[src/rtl/dm_cache.sv]
// dm_cache: direct-mapped write-back write-allocate cache, 8 blocks x 4 words, 128-bit memory lines
module dm_cache (
    input  logic         clk,
    input  logic         proc_reset,
    input  logic         proc_read,
    input  logic         proc_write,
    input  logic [29:0]  proc_addr,
    output logic [31:0]  proc_rdata,
    input  logic [31:0]  proc_wdata,
    output logic         proc_stall,
    output logic         mem_read,
    output logic         mem_write,
    output logic [27:0]  mem_addr,
    input  logic [127:0] mem_rdata,
    output logic [127:0] mem_wdata,
    input  logic         mem_ready
);
    typedef enum logic [1:0] {COMPARE, WRITEBACK, ALLOCATE} state_t;
    state_t state, state_next;
    logic [127:0] data [8];
    logic [24:0]  tags [8];
    logic [7:0]   valid, dirty;
    logic [2:0]   idx;
    logic [1:0]   off;
    logic [24:0]  tag;
    logic         req, hit, write_hit, fill, flushed;
    assign idx       = proc_addr[4:2];
    assign off       = proc_addr[1:0];
    assign tag       = proc_addr[29:5];
    assign req       = proc_read | proc_write;
    assign hit       = valid[idx] && tags[idx] == tag;
    assign write_hit = state == COMPARE && hit && proc_write;
    assign fill      = state == ALLOCATE && mem_ready;
    assign flushed   = state == WRITEBACK && mem_ready;

    // state register; reset aborts any memory transfer in flight
    always_ff @(posedge clk or negedge proc_reset) begin
        if (!proc_reset) state <= COMPARE;
        else state <= state_next;
    end

    // next state: a miss evicts a dirty victim first, then fetches the line
    always_comb begin
        state_next = state == COMPARE   ? (req && !hit ? (valid[idx] && dirty[idx] ? WRITEBACK : ALLOCATE) : COMPARE) :
                     state == WRITEBACK ? (mem_ready ? ALLOCATE : WRITEBACK) :
                                          (mem_ready ? COMPARE : ALLOCATE);
    end

    // outputs: memory requests follow the state, processor side is combinational on hit
    always_comb begin
        mem_write  = state == WRITEBACK;
        mem_read   = state == ALLOCATE;
        mem_addr   = state == WRITEBACK ? {tags[idx], idx} : proc_addr[29:2];
        mem_wdata  = data[idx];
        proc_stall = proc_reset && req && !(state == COMPARE && hit);
        proc_rdata = (state == COMPARE && hit && proc_read && !proc_write) ? data[idx][{off, 5'b0} +: 32] : '0;
    end

    // data and tag arrays: line fill from memory or single-word write hit
    always_ff @(posedge clk) begin
        if (fill) begin
            data[idx] <= mem_rdata;
            tags[idx] <= tag;
        end else if (write_hit) begin
            data[idx][{off, 5'b0} +: 32] <= proc_wdata;
        end
    end

    // valid/dirty bits; cleared on reset so cached dirty data is dropped
    always_ff @(posedge clk or negedge proc_reset) begin
        if (!proc_reset) begin
            valid <= '0;
            dirty <= '0;
        end else if (fill) begin
            valid[idx] <= 1'b1;
            dirty[idx] <= 1'b0;
        end else if (flushed) begin
            dirty[idx] <= 1'b0;
        end else if (write_hit) begin
            dirty[idx] <= 1'b1;
        end
    end
endmodule

[config.mk]
export PLATFORM = sky130hd
export DESIGN_NAME = dm_cache
export DESIGN_NICKNAME = d
export VERILOG_FILES = /design/src/rtl/dm_cache.sv
export SDC_FILE = /design/constraint.sdc
export NUM_CORES = 1
export LEC_CHECK = 0
export CAP_MARGIN = 40
export CELL_PAD_IN_SITES_DETAIL_PLACEMENT = 0
export CELL_PAD_IN_SITES_GLOBAL_PLACEMENT = 1
export CORE_ASPECT_RATIO = 1.5
export CORE_MARGIN = 1
export CORE_UTILIZATION = 50
export CTS_CLUSTER_SIZE = 8
export DETAILED_ROUTE_END_ITERATION = 12
export PLACE_DENSITY = 0.86
export SLEW_MARGIN = 40
export SYNTH_ARGS = -nofsm -noshare
export SYNTH_HDL_FRONTEND = slang
export SYNTH_SLANG_ARGS = --single-unit
[constraint.sdc]
create_clock -name clk -period 5.12 [get_ports clk]
set_input_delay 0.512 -clock clk [delete_from_list [all_inputs] [get_ports clk]]
set_output_delay 0.512 -clock clk [all_outputs]
set_load 0.01 [all_outputs]
### Word level (Yosys, flattened, before mapping)

Memories as Yosys holds them, arrays and structs flattened.
Index checks and enable logic that the tools add are counted.

* bitwise operators: 133
* add/subtract/negate cells: 1
* multiplexer cells: 150
* equal/unequal tests: 3
* order comparisons: 2
* reduce and logical (&&, ||, !) cells: 17
* shifts and indexed selects: 3

Operators by type and width (number)
* $mux W1: 135
* $or A1 B1 Y1: 129
* $mux W128: 1
* $shift A32 B9 Y128 const A: 1
* $shiftx A128 B8 Y32: 1
* $shiftx A32 B9 Y128: 1
* $mux W32: 1
* $mux W28: 1
* $eq A25 B25 Y1: 1
* $mux W8: 3
* $or A8 B8 Y8: 2
* $logic_and A1 B1 Y1: 12
* $mux W2: 6
* $neg A7 Y9: 1
* $and A8 B8 Y8: 1
* $not A8 Y8: 1
* $bmux W1 S3: 2
* $lt A3 B4 Y1 const B: 1
* $demux W1 S3: 1
* $ge A3 B1 Y1 const B: 1
* $logic_not A1 Y1: 3
* $reduce_bool A3 Y1: 1
* $eq A2 B1 Y1 const B: 1
* $eq A2 B2 Y1 const B: 1
* $logic_not A2 Y1: 1

* memories kept: 2
* memory bits (writable): 1224
* register bits: 18

Memory list
* data: words 8, width 128, read ports 1, clocked after Yosys merged registers in 0, write ports 1, line 20 `logic [127:0] data [8];`
* tags: words 8, width 25, read ports 1, clocked after Yosys merged registers in 0, write ports 1, line 21 `logic [24:0] tags [8];`

### Logic depth before layout (Yosys ltp)

* depth in word-level cells: 9
* depth in mapped cells: 13
* gate-level depth less buffers: 8

### Worst setup path before layout

Ideal clock, no wire load.

* kind: in2reg
* start: input port proc_addr[2]
* end: memory data[0][0], enable pin
* library setup time: 0.432 ns
* cell stages on the path: 11
* path slack: 0.220 ns
* arrival: 4.468 ns
* cells stage by stage: buf_6 buf_6 mux2_2 a221o_1 a222oi_1 xor2_1 nand3_1 nor4_4 nand2_2 buf_4 a21oi_1

* cells in the longest elaborated chain, start to end: 9
* elaborated cells on any way between the ends: 11
* classes of those cells: 1 x eq/ne; 5 x mux; 1 x bitwise; 3 x reduce/logical; 1 x memory

RTL lines
* start: declaration: line 7 `input logic [29:0] proc_addr,`
* $mem_v2 Z8 W25 / $bmux W1 S3 (equally long branches)
* $eq A25 B25 Y1 / $mux W1 (equally long branches): line 31 `assign hit = valid[idx] && tags[idx] == tag;`
* $logic_and A1 B1 Y1: line 31
* $logic_and A1 B1 Y1 (2 in a row): line 32 `assign write_hit = state == COMPARE && hit && proc_write;`
* $mux W1: line 64 `end else if (write_hit) begin`
* $mux W1: line 61 `if (fill) begin`
* $mux W128 (not written as such): line 65 `data[idx][{off, 5'b0} +: 32] <= proc_wdata;`
* $or A1 B1 Y1 (no line)
* end: declaration: line 20

Several ways; a longest one is shown, not always the timed one. The select of a mux whose other input is x is not followed.

### Final worst setup path

* start: input port proc_addr[4]
* end: output port proc_rdata[6]

* cells in the longest elaborated chain, start to end: 7
* elaborated cells on any way between the ends: 11
* classes of those cells: 1 x eq/ne; 1 x shift; 3 x mux; 4 x reduce/logical; 2 x memory

RTL lines
* branches (longest 6 deep; another with $mem_v2 Z8 W128)
* $mux W32 *: line 56 `proc_rdata = (state == COMPARE && hit && proc_read && !proc_write) ? data[idx][{off, 5'b0} +: 32] : '0;`
* end: declaration: line 8 `output logic [31:0] proc_rdata,`

Mark *: on every way between the ends. The select of a mux whose other input is x is not followed.

==> flow_summary.toml <==
[synth]
syn_area_um2 = 49100
ys_warn_count = 0
synthArstFlopShare_pct = 1.45
synth_cell_types = 57
synth_edf_count = 1224
synth_ff_type = "edfxtp_1"
netlist_instances = 2923
ys_ff_latch = 1242
syn_nets = 3125
synth.avg_cell_area_um2 = 16.8
ys_seq_area_share_pct = 75.8

[placed_design]
pre_cts_ws_ns = 0.346
globalplace.congestion = 0.950
dpl.cell_count = 4571
dp_hpwl_um = 102000
port_buffers = 385

[power_and_ir_drop]
combinationalPowerShare_pct = 8.9
leakage_nw = 20.8
pwr-share-seq_pct = 48.1
peakVddDrop_mv = 0.279
p_per_area_nw_per_um2 = 392
internal-power_mw = 18.4
clockPowerShare_pct = 43.0
p_sw_mw = 5.49
p_sw_share_pct = 23.0
finalPower_mw = 23.9

[grt]
antenna_found_initial = 17
grt_pass1_vias = 30000
grt_pass1_wl_um = 218000
grt_max_degree = 58
grt_usage_pct = 31.5
overflow = 0

[setup_path]
cp-end-kind = "primary output"
crit_required_ns = 4.61
critPathLaunchType = "primary input"
critPathMaxFanout = 35
arrival_ns = 4.36
worstPathCellList = "clkdlybuf4s50_1 > buf_12 > nor2b_1 > buf_4 > a22o_1 > nor3_1 > nor4_1 > and4_1 > and4_1 > nand2_2 > buf_12 > nor3b_1 > clkdlybuf4s50_1"
path_class = "in2out"
cpPeakStageDelay_ns = 0.60
crit_path_top_delay_cell = "clkdlybuf4s50_1"

[clock_tree]
clk_pin_slew_ns = 0.05
insertion_delay_ns = 0.79
clock_sinks = 1242
cts_setup_buffers = 0
htree_num_levels = 4
cts_hold_buf = 1
cts_tree = "built"
cts_inserted_buffers = 173
clock-root-buffer = "clkbuf_16"
cts_resized = 0
cts_max_path_buffers = 3

[sta]
period_needed_ns = 4.87
finalHoldViolations = 0
tightest_slew_ns = 0.934
rsz0062_at_grt = "no"
relSlewSlack_pct = 37.5
tns_ns = 0
clock.fmax_mhz = 205
setup_viol = 0
timing.final.ws_setup_ns = 0.246
drv_slew = 0
fin_skew_ns = 0.0477
finalCritPeriodShare_pct = 95.2

[detailed_routing]
drc = 0
dr.pass1.iters = 6
drtIter0Drc = 4600
vias = 31300
vias_per_cell = 6.51
wl_um = 157000
wl_per_cell_um = 32.7
ant_nets = 0

[floorplan]
row_count = 140
ioPinCount = 386
fp.dieW_um = 258
die_y_um = 386
core_um2 = 97200
dieArea_um2 = 99400
initial_utilization_pct = 50.5

[final_layout]
final_common_cell = "edfxtp_1"
drive_gt1_share_pct = 14.8
num-fill-cells = 6692
syn_to_final_growth_pct = 24.3
mostFrequentLayoutCells = "edfxtp_1, a22oi_1, clkdlybuf4s50_1"
nets = 3671
fin_util_pct = 62.7
final_cell_count_no_fill = 4804

[flow_run]
maxCapViolCount = 0

[outcome]
outcome = "finished clean"

[hold_path]
min_path_type = "in2async"
[state kept, by name (all words and copies together), names as in the netlist, named ones only]
name   flops
data    1024
tags     200
valid      8
state      2
[Yosys cell counts (3+ instances only)]
cell / count / area (um2)
a22o_1: 15 / 131
nand2_1: 175 / 657
xnor2_1: 7 / 61.3
xor2_1: 5 / 43.8
buf_6: 14 / 158
mux2_2: 31 / 349
nor3b_1: 36 / 270
dfrtp_1: 18 / 450
edfxtp_1: 1224 / 36800
a221oi_1: 4 / 35.0
o22ai_1: 12 / 75.1
ha_1: 7 / 87.6
a21oi_1: 34 / 170
o22a_1: 8 / 70.1
buf_2: 11 / 55.1
nor2b_1: 5 / 31.3
o21ai_0: 20 / 100
o31ai_1: 13 / 97.6
mux2i_1: 180 / 1800
buf_4: 12 / 90.1
nand2b_1: 7 / 43.8
buf_1: 17 / 63.8
inv_1: 134 / 503
nor3_1: 19 / 95.1
nand3_1: 4 / 20.0
and4_1: 3 / 26.3
clkbuf_1: 136 / 510
nand4_1: 126 / 788
a222oi_1: 9 / 90.1
o21a_1: 10 / 75.1
nand2_2: 4 / 25.0
a22oi_1: 492 / 3690
mux4_2: 50 / 1130
nor4_1: 10 / 62.6
and3b_1: 4 / 35.0
or2_2: 9 / 56.3
and2_1: 7 / 43.8
nor2_1: 27 / 101
[power by group through the flow]
stage	Clock, mW	Combinational [mW]	Sequential, mW
global route	10.7	2.18	11.5
finish	10.3	2.13	11.5
floorplan	0	0.838	11.7
CTS	10.3	2.09	11.5
detailed placement	0	2.08	11.7
global placement	0	2.06	11.7
[final timing paths]
path                                   start                    endpoint  slack (ns)  cells after the start
worst max-delay path            proc_addr[4]               proc_rdata[6]        0.25                     13
worst min-delay path              proc_reset                    state[1]        0.27                      2
worst max register to register    tags[5][1]                 data[4][59]        1.26                     10
worst min register to register      valid[1]                    valid[1]        0.47                      1
max in group asynchronous         proc_reset  asynchronous set/reset pin        4.53                      2
min in group clk                    valid[1]                    valid[1]        0.47                      1
[cell type report]
cell class / instances / area [um2] / share of cell area [%]
diodes: 10 / 25.0 / 0.0410
clock buffers: 208 / 4520 / 7.42
clock inverters: 14 / 280 / 0.460
inverters: 135 / 507 / 0.831
multi-input cells: 1356 / 10900 / 17.9
flip-flops and latches: 1242 / 37200 / 61.0
well taps: 1278 / 1600 / 2.62
repair buffers: 561 / 5910 / 9.68
[kinds of logic (layout without fill, tap and decap cells)]
logic type	after synthesis	in the layout	share of synthesized area (%)
adder cells (fa/ha/maj)	7	7	0.179
buffers and inverters	325	918	2.82
other	0	10	0
AND/OR/NAND/NOR	446	446	4.79
flip-flops	1242	1242	75.8
XOR/XNOR	12	12	0.214
AO/OA/AOI/OAI	630	630	9.47
multiplexers	261	261	6.68
[through the flow]
step	hold slack [ns]	cell area, um2
floorplan	0.216	49100
global placement	0.444	56100
detailed placement	0.451	56100
CTS	0.232	61000
global route	0.281	61000
finish	0.272	61000
[routing by layer]
layer,vias to the layer above,GRT usage (%),wire length (um)
met2,2500,49.0,73300
met1,15500,38.5,51600
met3,459,8.85,20500
li1,12800,-,-
met5,-,0,168
met4,24,21.2,11400
[worst max-delay path: cells and delay by family]
| kind | cells | cell delay [ns] |
|---|---|---|
| AND/OR/NAND/NOR | 7 | 1.80 |
| buffers and inverters | 5 | 1.79 |
| AO/OA/AOI/OAI | 1 | 0.20 |
No activity file was read; power rests on OpenSTA's default activity.
